<file path="config.mk">
export PLATFORM = sky130hd
export DESIGN_NAME = gcd_core
export DESIGN_NICKNAME = d
export VERILOG_FILES = /design/src/rtl/gcd_pkg.sv /design/src/rtl/gcd_datapath.sv /design/src/rtl/gcd_core.sv
export SDC_FILE = /design/constraint.sdc
export NUM_CORES = 1
export LEC_CHECK = 0
export BUFFER_PORTS_ARGS = -buffer_cell sky130_fd_sc_hd__buf_2
export CAP_MARGIN = 20
export CORE_MARGIN = 5
export CORE_UTILIZATION = 40
export CTS_CLUSTER_DIAMETER = 60
export DETAILED_ROUTE_END_ITERATION = 12
export PLACE_DENSITY = 0.65
export SLEW_MARGIN = 20
export SYNTH_ARGS = -nofsm -noshare
export SYNTH_HDL_FRONTEND = slang
export SYNTH_SLANG_ARGS = --single-unit
</file>
<file path="constraint.sdc">
create_clock -name clk_i -period 2.4 [get_ports clk_i]
set_input_delay 0.12 -clock clk_i [delete_from_list [all_inputs] [get_ports clk_i]]
set_output_delay 0.12 -clock clk_i [all_outputs]
set_load 0.02 [all_outputs]
</file>
<file path="src/rtl/gcd_pkg.sv">
// gcd_pkg
//   Shared definitions for the GCD engine: controller state encoding and
//   the default operand width used by the engine and its wrappers.
`timescale 1ns/1ps

package gcd_pkg;

    localparam int GCD_WIDTH_DEFAULT = 8;

    typedef enum logic [1:0] {
        IDLE = 2'd0,
        CALC = 2'd1,
        DONE = 2'd2
    } gcd_state_e;

endpackage : gcd_pkg

</file>
<file path="src/rtl/gcd_datapath.sv">
// gcd_datapath
//   Operand and result registers of the subtractive-Euclid GCD engine,
//   plus the comparator and subtractor that drive one iteration per clock.
//
// Ports
//   clk_i        : system clock
//   nreset_i     : asynchronous active-low reset
//   i_load       : capture i_operand_a / i_operand_b into the working regs
//   i_step       : perform one subtract step (larger minus smaller)
//   i_capture    : latch the terminating value into the result register
//   i_operand_a  : operand A
//   i_operand_b  : operand B
//   o_result     : registered GCD result
//   o_finish     : current operands meet a termination condition
`timescale 1ns/1ps

module gcd_datapath
    import gcd_pkg::*;
#(
    parameter int WIDTH = GCD_WIDTH_DEFAULT
) (
    input  logic             clk_i,
    input  logic             nreset_i,
    input  logic             i_load,
    input  logic             i_step,
    input  logic             i_capture,
    input  logic [WIDTH-1:0] i_operand_a,
    input  logic [WIDTH-1:0] i_operand_b,
    output logic [WIDTH-1:0] o_result,
    output logic             o_finish
);

    logic [WIDTH-1:0] r_a;
    logic [WIDTH-1:0] r_b;
    logic [WIDTH-1:0] r_result;

    logic             w_a_gt_b;
    logic [WIDTH-1:0] w_diff;

    assign w_a_gt_b = (r_a > r_b);
    // Always larger minus smaller, so the difference never wraps.
    assign w_diff   = w_a_gt_b ? (r_a - r_b) : (r_b - r_a);
    assign o_finish = (r_a == '0) || (r_b == '0) || (r_a == r_b);
    assign o_result = r_result;

    // NOTE: sequential state uses non-blocking assignments so every flop
    // samples the pre-edge values; blocking here would chain the updates.
    always_ff @(posedge clk_i or negedge nreset_i) begin
        if (!nreset_i) begin
            r_a <= '0;
            r_b <= '0;
        end else if (i_load) begin
            r_a <= i_operand_a;
            r_b <= i_operand_b;
        end else if (i_step) begin
            if (w_a_gt_b) begin
                r_a <= w_diff;
            end else begin
                r_b <= w_diff;
            end
        end
    end

    // On every termination condition a|b is the answer: with a zero operand
    // it is the other operand, and with a==b it equals a.
    always_ff @(posedge clk_i or negedge nreset_i) begin
        if (!nreset_i) begin
            r_result <= '0;
        end else if (i_capture) begin
            r_result <= r_a | r_b;
        end
    end

endmodule : gcd_datapath

</file>
<file path="src/rtl/gcd_core.sv">
// gcd_core
//   Iterative subtractive-Euclid GCD engine. A rising edge on the
//   synchronised enable loads both operands; one subtract step runs per
//   clock; the result is offered on a valid/ready handshake. Dropping the
//   enable during calculation aborts; dropping it while the result waits
//   does not.
//
// Ports
//   clk_i          : system clock
//   nreset_i       : asynchronous active-low reset
//   gcd_enable_i   : synchronised enable level (rising edge starts)
//   operand_a_i    : operand A, sampled on the load edge only
//   operand_b_i    : operand B, sampled on the load edge only
//   result_ready_i : consumer accepts the result while result_valid_o is high
//   result_o       : GCD result, held while result_valid_o is high
//   result_valid_o : result available (DONE state)
//   busy_o         : computation in progress (CALC state)
`timescale 1ns/1ps

module gcd_core
    import gcd_pkg::*;
#(
    parameter int WIDTH = GCD_WIDTH_DEFAULT
) (
    input  logic             clk_i,
    input  logic             nreset_i,
    input  logic             gcd_enable_i,
    input  logic [WIDTH-1:0] operand_a_i,
    input  logic [WIDTH-1:0] operand_b_i,
    input  logic             result_ready_i,
    output logic [WIDTH-1:0] result_o,
    output logic             result_valid_o,
    output logic             busy_o
);

    gcd_state_e r_state;
    gcd_state_e w_state_next;
    logic       r_enable_q;

    logic       w_start;
    logic       w_load;
    logic       w_step;
    logic       w_capture;
    logic       w_finish;

    // Enable history resets low, so an enable already high when reset
    // releases is seen as a rising edge.
    assign w_start = gcd_enable_i & ~r_enable_q;

    always_ff @(posedge clk_i or negedge nreset_i) begin
        if (!nreset_i) begin
            r_state    <= IDLE;
            r_enable_q <= 1'b0;
        end else begin
            r_state    <= w_state_next;
            r_enable_q <= gcd_enable_i;
        end
    end

    // NOTE: every signal written here gets a default first, so no path
    // leaves it unassigned and no latch is inferred.
    always_comb begin
        w_state_next = r_state;
        w_load       = 1'b0;
        w_step       = 1'b0;
        w_capture    = 1'b0;
        case (r_state)
            IDLE: begin
                if (w_start) begin
                    w_load       = 1'b1;
                    w_state_next = CALC;
                end
            end
            CALC: begin
                if (!gcd_enable_i) begin
                    w_state_next = IDLE;
                end else if (w_finish) begin
                    w_capture    = 1'b1;
                    w_state_next = DONE;
                end else begin
                    w_step       = 1'b1;
                end
            end
            DONE: begin
                if (result_ready_i) begin
                    w_state_next = IDLE;
                end
            end
            default: begin
                w_state_next = IDLE;
            end
        endcase
    end

    // Status outputs decode straight from the state flops.
    assign busy_o         = (r_state == CALC);
    assign result_valid_o = (r_state == DONE);

    gcd_datapath #(
        .WIDTH (WIDTH)
    ) u_datapath (
        .clk_i       (clk_i),
        .nreset_i    (nreset_i),
        .i_load      (w_load),
        .i_step      (w_step),
        .i_capture   (w_capture),
        .i_operand_a (operand_a_i),
        .i_operand_b (operand_b_i),
        .o_result    (result_o),
        .o_finish    (w_finish)
    );

endmodule : gcd_core
</file>
==> impl_metrics.prom <==
# TYPE chip_impl_metric gauge
chip_impl_metric{name="clk_transition_reported_paths",unit="ns"} 0.09
chip_impl_info{name="critical_path.endpoint",value="u_datapath.r_b[2]"} 1
chip_impl_info{name="critPathCaptureType",value="flip-flop"} 1
chip_impl_metric{name="ys_warn_count",unit=""} 0
chip_impl_metric{name="synthDistinctLibCells",unit=""} 55
chip_impl_metric{name="syn-mean-instance-area",unit="µm²"} 8.66
chip_impl_metric{name="power_leakage",unit="nW"} 1.42
chip_impl_info{name="critical_path_class",value="reg -> reg"} 1
chip_impl_info{name="timing.rr.start",value="u_datapath.r_a[0]"} 1
chip_impl_metric{name="maxClockFrequency",unit="MHz"} 413
chip_impl_info{name="ys_dominant_reg_cell",value="sky130_fd_sc_hd__dfrtp_1"} 1
chip_impl_metric{name="postSynthNetCount",unit=""} 302
chip_impl_info{name="violations",value="negative setup slack"} 1
chip_impl_metric{name="cell_count_post_placement",unit=""} 382
chip_impl_info{name="top_library_cells_by_usage_in_the_layout_fill_and_taps_aside",value="sky130_fd_sc_hd__buf_4, sky130_fd_sc_hd__nand2_1, sky130_fd_sc_hd__buf_2, sky130_fd_sc_hd__dfrtp_1, sky130_fd_sc_hd__inv_1"} 1
chip_impl_metric{name="gpl.final_weighted_congestion",unit=""} 0.997
chip_impl_metric{name="flip_flop_and_latch_count_after_synthesis",unit=""} 27
chip_impl_metric{name="drt_pre_antenna_iters",unit=""} 4
chip_impl_metric{name="first_global_vias",unit=""} 2054
chip_impl_metric{name="synth_sequential_area_ratio",unit="%"} 30.4
chip_impl_metric{name="clk_path_buf_depth",unit=""} 2
chip_impl_info{name="tritoncts_clock_tree",value="built"} 1
chip_impl_metric{name="drt.antenna.violating_nets",unit=""} 0
chip_impl_metric{name="finalCritPeriodShare",unit="%"} 101
chip_impl_metric{name="routed_wirelength",unit="mm"} 6.38
chip_impl_metric{name="core-area",unit="µm²"} 5470
chip_impl_metric{name="pin_count",unit=""} 30
chip_impl_info{name="crit_path_cell_trace",value="inv_2 -> ha_4 -> fa_2 -> nor3_4 -> nor3_4 -> o211ai_4 -> a21oi_4 -> or2_4 -> mux2_4"} 1
chip_impl_metric{name="rr_worst_depth",unit=""} 9
chip_impl_metric{name="fin_nets",unit=""} 370
chip_impl_info{name="critPathLaunch",value="u_datapath.r_a[0]"} 1
chip_impl_metric{name="tightestPinTransition",unit="ns"} 0.625
chip_impl_metric{name="synth.cell_area",unit="µm²"} 2230
chip_impl_metric{name="vdd.ir_drop.worst",unit="V"} 0.000684
chip_impl_metric{name="slew_viol_final",unit=""} 0
chip_impl_metric{name="wire_per_inst",unit="µm"} 16.1
chip_impl_metric{name="r2r_setup_slack",unit="ns"} -0.02
chip_impl_metric{name="clock_sinks",unit=""} 27
chip_impl_metric{name="area_growth",unit="%"} 32.3
chip_impl_metric{name="final-hold-violation-count",unit=""} 0
chip_impl_info{name="cts.root.buffer_cell",value="sky130_fd_sc_hd__clkbuf_8"} 1
chip_impl_metric{name="worstPathArrival",unit="ns"} 2.59
chip_impl_metric{name="maxSlewHeadroom",unit="%"} 58.3
chip_impl_metric{name="post-dp-hpwl",unit="mm"} 4.98
chip_impl_metric{name="num_rows",unit=""} 27
chip_impl_metric{name="h-tree-depth",unit=""} 1
chip_impl_metric{name="cpPeakStageDelay",unit="ns"} 0.42
chip_impl_metric{name="n_antenna_cell",unit=""} 0
chip_impl_info{name="synth_area_leaders",value="sky130_fd_sc_hd__dfrtp_1, sky130_fd_sc_hd__ha_1, sky130_fd_sc_hd__nand2_1"} 1
chip_impl_metric{name="crit_required",unit="ns"} 2.57
chip_impl_metric{name="max-cap-violations",unit=""} 0
chip_impl_metric{name="timing.critical_path.fanout_max",unit=""} 5
chip_impl_info{name="crit_path_top_delay_cell",value="sky130_fd_sc_hd__fa_2"} 1
chip_impl_metric{name="vias_after_detailed_routing",unit=""} 2122
chip_impl_metric{name="yosys.area.top_type_share",unit="%"} 30.4
chip_impl_metric{name="finish.cell_count_without_fillers",unit=""} 396
chip_impl_metric{name="die-width",unit="µm"} 84.6
chip_impl_metric{name="final_critical_path_setup_slack",unit="ns"} -0.0207
chip_impl_metric{name="grtUsageTotal",unit="%"} 17.5
chip_impl_metric{name="initial_utilization",unit="%"} 40.7
chip_impl_info{name="run_status",value="finished, violations left"} 1
chip_impl_metric{name="grt_start_max_net_pins",unit=""} 28
chip_impl_metric{name="floorplan.die.height",unit="µm"} 84.6
chip_impl_info{name="yosys.area.top_type",value="sky130_fd_sc_hd__dfrtp_1"} 1
chip_impl_metric{name="grt_antenna_before_repair",unit=""} 0
chip_impl_metric{name="drive_above_1_share",unit="%"} 34.3
chip_impl_metric{name="drt-vias-per-instance",unit=""} 5.36
chip_impl_metric{name="port_buffers",unit=""} 29
chip_impl_metric{name="total_power",unit="mW"} 5.04
chip_impl_metric{name="globalRouteOverflowTotal",unit=""} 0
chip_impl_info{name="rsz_0062_raised_after_global_routing",value="true"} 1
chip_impl_metric{name="finalSetupViolations",unit=""} 1
chip_impl_metric{name="async_flop_share",unit="%"} 100
chip_impl_metric{name="edff_count_synth",unit=""} 0
chip_impl_metric{name="grt_pass1_wl",unit="mm"} 9.99
chip_impl_info{name="critical-path-top-cell-by-count",value="sky130_fd_sc_hd__nor3_4"} 1
chip_impl_info{name="most_common_cell_after_layout_fill_and_taps_aside",value="sky130_fd_sc_hd__buf_4"} 1
chip_impl_metric{name="drcViolationCount",unit=""} 0
chip_impl_metric{name="die_area",unit="µm²"} 7160
chip_impl_metric{name="finalWorstPathRequiredPeriod",unit="ns"} 2.42
chip_impl_metric{name="netlist_instances",unit=""} 257
chip_impl_metric{name="power_per_cell_area",unit="nW/µm²"} 1710
chip_impl_metric{name="clock-skew-final",unit="ns"} 0.00492
chip_impl_metric{name="final.fill_count",unit=""} 536
chip_impl_info{name="cp-start-kind",value="flip-flop"} 1
chip_impl_metric{name="clock_latency",unit="ns"} 0.27
chip_impl_info{name="worst_hold_path_type",value="in -> reg"} 1
chip_impl_metric{name="tritoncts.num_buffers",unit=""} 3
chip_impl_info{name="crit-reg2reg-capture",value="u_datapath.r_b[2]"} 1
chip_impl_metric{name="detailedRoute.firstIterationViolations",unit=""} 292
==> sequential cells by signal, summed over array words and instances, names as in the netlist <==
| name | count |
|---|---|
| r_state | 2 |
| r_enable_q | 1 |
| u_datapath.o_result | 8 |
| u_datapath.r_a | 8 |
| u_datapath.r_b | 8 |
==> metrics by stage <==
stage,util (%),hold WS (ns),area [µm²],setup WS [ns],setup TNS (ns)
floorplan,-,-0.176,2230,-0.00171,-0.00171
global placement,48.9,0.168,2680,0.0689,0
detailed placement,48.9,0.172,2680,0.0231,0
CTS,50.1,0.0355,2740,0.0145,0
global route,53.8,0.0527,2950,-0.120,-1.30
finish,53.8,0.0379,2950,-0.0207,-0.0207
==> final cells by class <==
type                    instances  area [µm²]  share of cell area (%)
clock buffers                   3        41.3                    1.40
clock inverters                 1        5.00                   0.170
inverters                      23        86.3                    2.93
multi-input cells             197        1540                    52.3
flip-flops and latches         27         677                    23.0
well taps                      72        90.1                    3.06
repair buffers                 73         505                    17.2
==> cells in the mapped netlist, types with 5 or more instances <==
master                     count
sky130_fd_sc_hd__nor4_1        8
sky130_fd_sc_hd__nor3_1       10
sky130_fd_sc_hd__nor2b_1       9
sky130_fd_sc_hd__nor2_1       17
sky130_fd_sc_hd__a31oi_1      12
sky130_fd_sc_hd__nand3_1       6
sky130_fd_sc_hd__dfrtp_1      27
sky130_fd_sc_hd__clkbuf_1      5
sky130_fd_sc_hd__nand2_1      34
sky130_fd_sc_hd__inv_1        23
sky130_fd_sc_hd__ha_1         23
sky130_fd_sc_hd__o21ai_0      11
==> worst max-delay path: cells and delay by family, from the launching register on <==
| family | cells | cell delay, ns |
|---|---|---|
| flops | 1 | 0.41 |
| buf+inv | 1 | 0.07 |
| mux | 1 | 0.29 |
| compound gates | 2 | 0.36 |
| fa+ha+maj | 2 | 0.58 |
| simple gates | 3 | 0.60 |
==> how the worst min path moves through the flow <==
stage | start | endpoint | slack [ns] | cells past startpoint
detailed placement | nreset_i | u_datapath.o_result[6] | 0.17 | 1
global placement | nreset_i | u_datapath.o_result[7] | 0.17 | 1
CTS | result_ready_i | r_state[1] | 0.04 | 2
finish | result_ready_i | r_state[1] | 0.04 | 2
global route | result_ready_i | r_state[1] | 0.05 | 2
floorplan | nreset_i | r_enable_q | -0.18 | 0
==> where the power goes <==
| part | leakage (nW) | internal, mW | switching (mW) |
|---|---|---|---|
| clock network | 0.0255 | 0.116 | 0.142 |
| registers | 0.330 | 0.629 | 0.122 |
| logic | 1.06 | 1.85 | 2.18 |
==> repair_timing <==
action / CTS / global route
endpoints found under the setup margin: 0 / 17
setup buffers: 0 / 7
endpoints found under the hold margin: 28 / 0
gates resized for setup: 0 / 34
hold buffers: 2 / 0
==> cells by family (layout without fill, tap and decap cells) <==
group,count (synthesis),after routing,share of synthesized area (%)
flops,27,27,30.4
compound gates,60,60,19.7
mux,3,3,1.57
buf+inv,33,100,6.69
simple gates,109,109,26.9
fa+ha+maj,25,25,14.7
==> per-layer routing <==
layer  GRT usage (%)  wire length [µm]
met5               0                 0
met2            26.4              2840
met4            5.90               117
met3            5.00               545
met1            23.9              2880
Note: power is estimated with default switching activity, not from simulation.
